$ cat src/rtl/uparc_cop0_intc.sv
// uparc_cop0_intc: COP0 system registers, time stamp counter and interrupt
// controller for the uparc core.
// Optional feature: define UPARC_COP0_TIMER_IRQ_EN to build the TCMP compare
// register and the timer interrupt (IPEND[31], masked by IMASK[31]).
module uparc_cop0_intc #(
    parameter int NIRQ      = 8,
    parameter int TSC_WIDTH = 64
) (
    input  logic                clk,
    input  logic                nrst,
    input  logic                i_stall,
    input  logic                i_rd_en,
    input  logic [4:0]          i_rd_no,
    output logic [31:0]         o_rd_val,
    input  logic                i_wr_en,
    input  logic [4:0]          i_wr_no,
    input  logic [31:0]         i_wr_val,
    input  logic                i_rfe,
    input  logic                i_wait,
    input  logic                i_except_start,
    input  logic                i_except_dly_slt,
    input  logic [31:0]         i_except_raddr,
    input  logic [31:0]         i_except_raddr_dly,
    input  logic [4:0]          i_except_code,
    input  logic [NIRQ-1:0]     i_irq,
    output logic [21:0]         o_ivtbase,
    output logic                o_ie,
    output logic                o_irq_req,
    output logic                o_intr_wait
);
    localparam logic [31:0]          PRID    = 32'h0000_0A01;
    localparam logic [TSC_WIDTH-1:0] TSC_ONE = 1;

    logic [TSC_WIDTH-1:0] tsc;
    logic [31:0]          tschi_rd;
    logic [21:0]          ivt;
    logic                 psr_ie;
    logic                 sr_ie;
    logic                 bd;
    logic [4:0]           code;
    logic [31:0]          epc;
    logic [NIRQ-1:0]      imask;
    logic [NIRQ-1:0]      irq_s1;
    logic [NIRQ-1:0]      irq_s2;
    logic                 intr_wait;
    logic                 irq_req;
    logic [31:0]          tcmp_rd;
    logic                 tpend_bit;
    logic                 imask_t_bit;
    logic [31:0]          ipend_ext;
    logic [31:0]          imask_ext;
    logic                 wake;

    // One request per unstalled cycle: exception > RFE > WAIT > MTC0
    logic do_exc, do_rfe, do_wait, do_wr;
    assign do_exc  = i_except_start && !i_stall;
    assign do_rfe  = i_rfe && !i_stall && !i_except_start;
    assign do_wait = i_wait && !i_stall && !i_except_start && !i_rfe;
    assign do_wr   = i_wr_en && !i_stall && !i_except_start && !i_rfe && !i_wait;

    // Free-running time stamp counter, unaffected by stall
    always_ff @(posedge clk or negedge nrst) begin
        if (!nrst) tsc <= '0;
        else       tsc <= tsc + TSC_ONE;
    end

    generate
        if (TSC_WIDTH > 32) begin : g_tschi
            logic [TSC_WIDTH-33:0] tschi;
            // Snapshot the upper TSC half whenever TSCLO is read, so a later
            // TSCHI read pairs consistently with it
            always_ff @(posedge clk or negedge nrst) begin
                if (!nrst)
                    tschi <= '0;
                else if (i_rd_en && i_rd_no == 5'h08 && !i_stall)
                    tschi <= tsc[TSC_WIDTH-1:32];
            end
            assign tschi_rd = 32'(tschi);
        end else begin : g_no_tschi
            assign tschi_rd = '0;
        end
    endgenerate

    // Two-flop synchronizer for the asynchronous interrupt lines
    always_ff @(posedge clk or negedge nrst) begin
        if (!nrst) begin
            irq_s1 <= '0;
            irq_s2 <= '0;
        end else begin
            irq_s1 <= i_irq;
            irq_s2 <= irq_s1;
        end
    end

`ifdef UPARC_COP0_TIMER_IRQ_EN
    logic [31:0] tcmp;
    logic        tpend;
    logic        imask_t;
    // Timer compare: sticky pending flag, cleared by any TCMP write
    always_ff @(posedge clk or negedge nrst) begin
        if (!nrst) begin
            tcmp    <= '0;
            tpend   <= 1'b0;
            imask_t <= 1'b0;
        end else begin
            if (do_wr && i_wr_no == 5'h12) begin
                tcmp  <= i_wr_val;
                tpend <= 1'b0;
            end else if (tsc[31:0] == tcmp) begin
                tpend <= 1'b1;
            end
            if (do_wr && i_wr_no == 5'h10)
                imask_t <= i_wr_val[31];
        end
    end
    assign tcmp_rd     = tcmp;
    assign tpend_bit   = tpend;
    assign imask_t_bit = imask_t;
`else
    assign tcmp_rd     = '0;
    assign tpend_bit   = 1'b0;
    assign imask_t_bit = 1'b0;
`endif

    // 32-bit views of pending and mask registers
    always_comb begin
        ipend_ext            = '0;
        ipend_ext[NIRQ-1:0]  = irq_s2;
        ipend_ext[31]        = tpend_bit;
        imask_ext            = '0;
        imask_ext[NIRQ-1:0]  = imask;
        imask_ext[31]        = imask_t_bit;
    end
    assign wake = |(ipend_ext & imask_ext);

    // Architectural register updates in priority order
    always_ff @(posedge clk or negedge nrst) begin
        if (!nrst) begin
            ivt    <= '0;
            psr_ie <= 1'b0;
            sr_ie  <= 1'b0;
            bd     <= 1'b0;
            code   <= '0;
            epc    <= '0;
            imask  <= '0;
        end else if (do_exc) begin
            psr_ie <= sr_ie;
            sr_ie  <= 1'b0;
            bd     <= i_except_dly_slt;
            epc    <= i_except_dly_slt ? i_except_raddr_dly : i_except_raddr;
            code   <= i_except_code;
        end else if (do_rfe) begin
            sr_ie  <= psr_ie;
            psr_ie <= 1'b0;
        end else if (do_wr) begin
            case (i_wr_no)
                5'h0A: ivt    <= i_wr_val[31:10];
                5'h0B: psr_ie <= i_wr_val[0];
                5'h0C: sr_ie  <= i_wr_val[0];
                5'h0D: begin
                    bd   <= i_wr_val[31];
                    code <= i_wr_val[6:2];
                end
                5'h0E: epc    <= i_wr_val;
                5'h10: imask  <= i_wr_val[NIRQ-1:0];
                default: ;
            endcase
        end
    end

    // Wait-for-interrupt: wakes on any unmasked pending line regardless of SR.IE
    always_ff @(posedge clk or negedge nrst) begin
        if (!nrst)        intr_wait <= 1'b0;
        else if (do_exc)  intr_wait <= 1'b0;
        else if (do_wait) intr_wait <= 1'b1;
        else if (wake)    intr_wait <= 1'b0;
    end

    // Registered interrupt request to the control unit
    always_ff @(posedge clk or negedge nrst) begin
        if (!nrst) irq_req <= 1'b0;
        else       irq_req <= sr_ie && wake;
    end

    // Combinational read mux, always showing pre-edge state
    always_comb begin
        o_rd_val = '0;
        if (i_rd_en) begin
            case (i_rd_no)
                5'h08: o_rd_val = tsc[31:0];
                5'h09: o_rd_val = tschi_rd;
                5'h0A: o_rd_val = {ivt, 10'b0};
                5'h0B: o_rd_val = {31'b0, psr_ie};
                5'h0C: o_rd_val = {31'b0, sr_ie};
                5'h0D: o_rd_val = {bd, 24'b0, code, 2'b0};
                5'h0E: o_rd_val = epc;
                5'h0F: o_rd_val = PRID;
                5'h10: o_rd_val = imask_ext;
                5'h11: o_rd_val = ipend_ext;
                5'h12: o_rd_val = tcmp_rd;
                default: o_rd_val = '0;
            endcase
        end
    end

    assign o_ivtbase   = ivt;
    assign o_ie        = sr_ie;
    assign o_irq_req   = irq_req;
    assign o_intr_wait = intr_wait;

endmodule

$ cat config.mk
export PLATFORM = sky130hd
export DESIGN_NAME = uparc_cop0_intc
export DESIGN_NICKNAME = d
export VERILOG_FILES = /design/src/rtl/uparc_cop0_intc.sv
export SDC_FILE = /design/constraint.sdc
export NUM_CORES = 1
export LEC_CHECK = 0
export ABC_CLOCK_PERIOD_IN_PS = 1620
export CORE_ASPECT_RATIO = 0.8
export CORE_MARGIN = 10
export CORE_UTILIZATION = 40
export CTS_CLUSTER_SIZE = 10
export DETAILED_ROUTE_END_ITERATION = 8
export PLACE_DENSITY = 0.74
export SLEW_MARGIN = 25
export SYNTH_ARGS = -nofsm -noshare
export SYNTH_HDL_FRONTEND = slang
export SYNTH_SLANG_ARGS = --single-unit
export TNS_END_PERCENT = 1
$ cat constraint.sdc
create_clock -name clk -period 1.62 [get_ports clk]
set_input_delay 0.162 -clock clk [delete_from_list [all_inputs] [get_ports clk]]
set_output_delay 0.162 -clock clk [all_outputs]
set_load 0.05 [all_outputs]
==> impl_summary.log <==
INFO  metric synth.largest_area_cell = sky130_fd_sc_hd__dfrtp_1
INFO  metric antenna_cells = 0
INFO  metric ctsHtreeMaxLevel = 4
INFO  metric timing.critical_path.arrival = 1860 ps
INFO  metric cts-root-buf = sky130_fd_sc_hd__clkbuf_16
INFO  metric crit_fanout = 2
INFO  metric place_ws = -563 ps
INFO  metric die-area = 28800 um^2
INFO  metric clock_sink_count = 184
INFO  metric fin_nets = 1290
INFO  metric dp.final_hpwl = 23800 um
INFO  metric path_class = reg -> out
INFO  metric synth_seq_cells = 184
INFO  metric crit_path_top_delay_cell = sky130_fd_sc_hd__dfrtp_1
INFO  metric clock_pin_slew_reported_for_the_worst_setup_and_hold_paths_after_clock_tree_synthesis = 80 ps
INFO  metric slew_headroom = 71.5%
INFO  metric clock_insertion_delay_worst_skew = 440 ps
INFO  metric place.port_buffers = 184
INFO  metric final_critical_period = 2020 ps
INFO  metric initial_core_util = 41.0%
INFO  metric final_cell_count_no_fill = 1473
INFO  metric worstReg2RegEnd = tsc[60]$_DFF_PN0_
INFO  metric clock_tree_from_tritoncts = yes
INFO  metric post_synth_edffs = 0
INFO  metric cell_with_the_most_instances_after_synthesis = sky130_fd_sc_hd__dfrtp_1
INFO  metric p_comb_share = 12.0%
INFO  metric worst_ir_drop_vdd = 586 uV
INFO  metric min_path_type = in -> reg
INFO  metric timing.final.crit_share = 125%
INFO  metric synth_cell_type_count = 49
INFO  metric route.vias.total = 8021
INFO  metric number_of_routed_nets_with_antenna_violations = 0
INFO  metric postLayoutSetupSlackWorst = -403 ps
INFO  metric timing.clock.skew = 6.55 ps
INFO  metric r2r_worst_path_depth = 7
INFO  metric kind_of_launch_point_of_the_worst_setup_path = flip-flop
INFO  metric synth_seq_area_share = 51.5%
INFO  metric grt_antenna_before_repair = 0
INFO  metric postLayoutCoreUtil = 64.6%
INFO  metric crit_path_end_kind = primary output
INFO  metric share_of_cells_above_drive_strength_1 = 37.3%
INFO  metric netlist_instances = 838
INFO  metric worstSetupStartpoint = code[3]$_DFFE_PN0P_
INFO  metric sequentialPowerShare = 48.2%
INFO  metric vias_per_cell = 5.45
INFO  metric power.clock.fraction = 39.8%
INFO  metric switching_share = 27.6%
INFO  metric global_route_wire_length_before_repair = 49000 um
INFO  metric floorplan.core_area = 21800 um^2
INFO  metric layout.filler_cells = 1596
INFO  metric timing.hold.ws = 151 ps
INFO  metric count_of_boundary_i_o_pins = 185
INFO  metric clock.fmax = 494 MHz
INFO  metric groute.usage.overall = 21.6%
INFO  metric first_iter_violations = 612
INFO  metric regToRegSetupSlack = -320 ps
INFO  metric total_wire_length_after_detailed_routing = 31300 um
INFO  metric cellPowerDensity = 731 nW/um^2
INFO  metric dp_cells = 1428
INFO  metric crit_chain = and3_4 > a21oi_2 > nor3_2 > a221oi_2 > a21oi_4 > buf_12
INFO  metric synthesis.area_per_instance = 10.7 um^2
INFO  metric syn_nets = 967
INFO  metric ys_top_cells_by_count = 184 x sky130_fd_sc_hd__dfrtp_1, 71 x sky130_fd_sc_hd__nand2_1, 70 x sky130_fd_sc_hd__a21oi_1
INFO  metric syn_area = 8940 um^2
INFO  metric sw_pwr = 2.84 mW
INFO  metric cp-endpoint = o_rd_val[5]
INFO  metric run_status = complete, but fails checks
INFO  metric setup_total_negative_slack = -12660 ps
INFO  metric yosysWarnings = 0
INFO  metric maxSlewViolCount = 0
INFO  metric drt_first_pass_iters = 5
INFO  metric synth.top_cell.area_share = 51.5%
INFO  metric die_height = 154 um
INFO  metric pin_slew_with_the_least_headroom_to_its_limit = 428 ps
INFO  metric violated_checks = setup timing
INFO  metric post_drt_wl_per_cell = 21.3 um
INFO  metric flow.area_growth_from_synthesis = 57.6%
INFO  metric core.rowCount = 48
INFO  metric tritoncts.num_buffers = 17
INFO  metric gp_congestion = 0.900
INFO  metric internal_power = 7.46 mW
INFO  metric grt_max_degree = 52
INFO  metric synthFlopType = sky130_fd_sc_hd__dfrtp_1
INFO  metric p_leak = 6.16 nW
INFO  metric max_cap_violations = 0
INFO  metric rsz0062_at_grt = yes
INFO  metric fp.dieW = 187 um
INFO  metric clk_path_buf_depth = 2
INFO  metric worst_r2r_startpoint = tsc[0]$_DFF_PN0_
INFO  metric crit_required = 1460 ps
INFO  metric setup_viol = 75
INFO  metric grt_overflow_total = 0
INFO  metric cpPeakStageDelay = 430 ps
INFO  metric synth-async-reset-ratio = 100%
INFO  metric drcViolationCount = 0
INFO  metric timing.final.hold_violations = 0
INFO  metric grt_pass1_vias = 8481
INFO  metric top_cells_by_area_in_the_synthesized_netlist = sky130_fd_sc_hd__dfrtp_1 51%, sky130_fd_sc_hd__mux2_2 7.4%, sky130_fd_sc_hd__a22oi_1 5.0%
[how the worst min path moves through the flow]
stage,from,endpoint,cells past startpoint
after floorplan,nrst,bd$_DFFE_PN0P_,0
after CTS,i_irq[4],irq_s1[4]$_DFF_PN0_,1
after global routing,i_irq[6],irq_s1[6]$_DFF_PN0_,1
final,i_irq[4],irq_s1[4]$_DFF_PN0_,1
after detailed placement,nrst,tsc[1]$_DFF_PN0_,1
after global placement,nrst,tsc[1]$_DFF_PN0_,1
[layout make-up]
class	count	area (um^2)	area share, %
multi-input combinational	599	4880	34.6
sequential	184	4610	32.7
timing repair buffer	351	3620	25.7
clock buffer	17	425	3.02
tap	300	375	2.66
clock inverter	14	153	1.08
inverter	8	30.0	0.213
[cells in the final DEF, fill, tap and decap left out, types with 5 or more instances in the layout]
cell type                         synthesis  routed
sky130_fd_sc_hd__nor2_1                  58      55
sky130_fd_sc_hd__and4_4                   0       5
sky130_fd_sc_hd__clkdlybuf4s50_1          0     117
sky130_fd_sc_hd__buf_2                    8       5
sky130_fd_sc_hd__inv_8                    0       6
sky130_fd_sc_hd__dfrtp_1                184     183
sky130_fd_sc_hd__nor3_1                  12       5
sky130_fd_sc_hd__xnor2_1                 41      39
sky130_fd_sc_hd__a22oi_2                  0      19
sky130_fd_sc_hd__nand4_1                 18      18
sky130_fd_sc_hd__o21ai_0                 39      37
sky130_fd_sc_hd__inv_1                    8       8
sky130_fd_sc_hd__nand3_1                 32      26
sky130_fd_sc_hd__nor3_2                   3       9
sky130_fd_sc_hd__xor2_1                  21      21
sky130_fd_sc_hd__a22oi_1                 60      41
sky130_fd_sc_hd__a21oi_4                  0      29
sky130_fd_sc_hd__mux2i_1                 40      39
sky130_fd_sc_hd__nand3_2                  3       8
sky130_fd_sc_hd__and3_1                  10       6
sky130_fd_sc_hd__buf_4                    0     160
sky130_fd_sc_hd__nand2_1                 71      68
sky130_fd_sc_hd__and4_1                   9       5
sky130_fd_sc_hd__clkbuf_16                0      17
sky130_fd_sc_hd__a21oi_1                 70      39
sky130_fd_sc_hd__buf_12                   0      48
sky130_fd_sc_hd__buf_6                    1      15
sky130_fd_sc_hd__mux2_2                  59      58
[stage by stage]
step	power, mW	instance area, um^2
floorplan	5.42	9350
global placement	6.20	13000
detailed placement	6.22	13000
CTS	10.3	14000
global route	10.6	14100
finish	10.3	14100
[repair_timing]
item	CTS	global route
setup endpoints to repair	97	100
cloned	2	0
hold buffers	1	0
setup buffers	12	0
pin swaps	57	21
endpoints found under the hold margin	33	0
gates resized for setup	92	22
[worst max-delay path: cells and delay by family (launching register included)]
| kind | cells | cell delay [ps] |
|---|---|---|
| AND/OR/NAND/NOR | 2 | 520 |
| flip-flops | 1 | 430 |
| AO/OA/AOI/OAI | 3 | 320 |
| buffers and inverters | 1 | 150 |
[routing by layer]
layer / vias to the layer above / share of wire (%) / GRT usage, %
met2: 313 / 46 / 33.8
li1: 3707 / - / -
met5: - / 0 / 0
met1: 3966 / 43 / 27.9
met3: 35 / 8.7 / 7.30
met4: 0 / 1.9 / 5.71
[power groups by stage]
stage          Clock (mW)  Sequential, mW  Combinational (mW)
3_3_place_gp            0            5.03                1.16
3_5_place_dp            0            5.03                1.19
2_1_floorplan           0            5.00               0.418
4_1_cts              4.11            4.95                1.23
5_1_grt              4.32            4.98                1.34
6_report             4.10            4.97                1.24
[kinds of logic after synthesis]
kind of cell               count (synthesis)  share of synthesized area, %
adders and majority gates                  1                         0.140
xor gates and xnor gates                  62                          6.07
and+or+nand+nor                          249                          15.1
AOI/OAI and AO/OA                        188                          12.8
buffers and inverters                     55                          2.50
DFF                                      184                          51.5
muxes                                     99                          11.9
[flip-flops by register name (all words and copies together), names as in the netlist]
signal / cells
irq_s1: 8
code: 5
o_intr_wait: 1
g_tschi.tschi: 32
irq_s2: 8
o_ivtbase: 22
tsc: 64
bd: 1
o_irq_req: 1
o_ie: 1
epc: 32
imask: 8
psr_ie: 1
(Power assumes the default switching activity.)
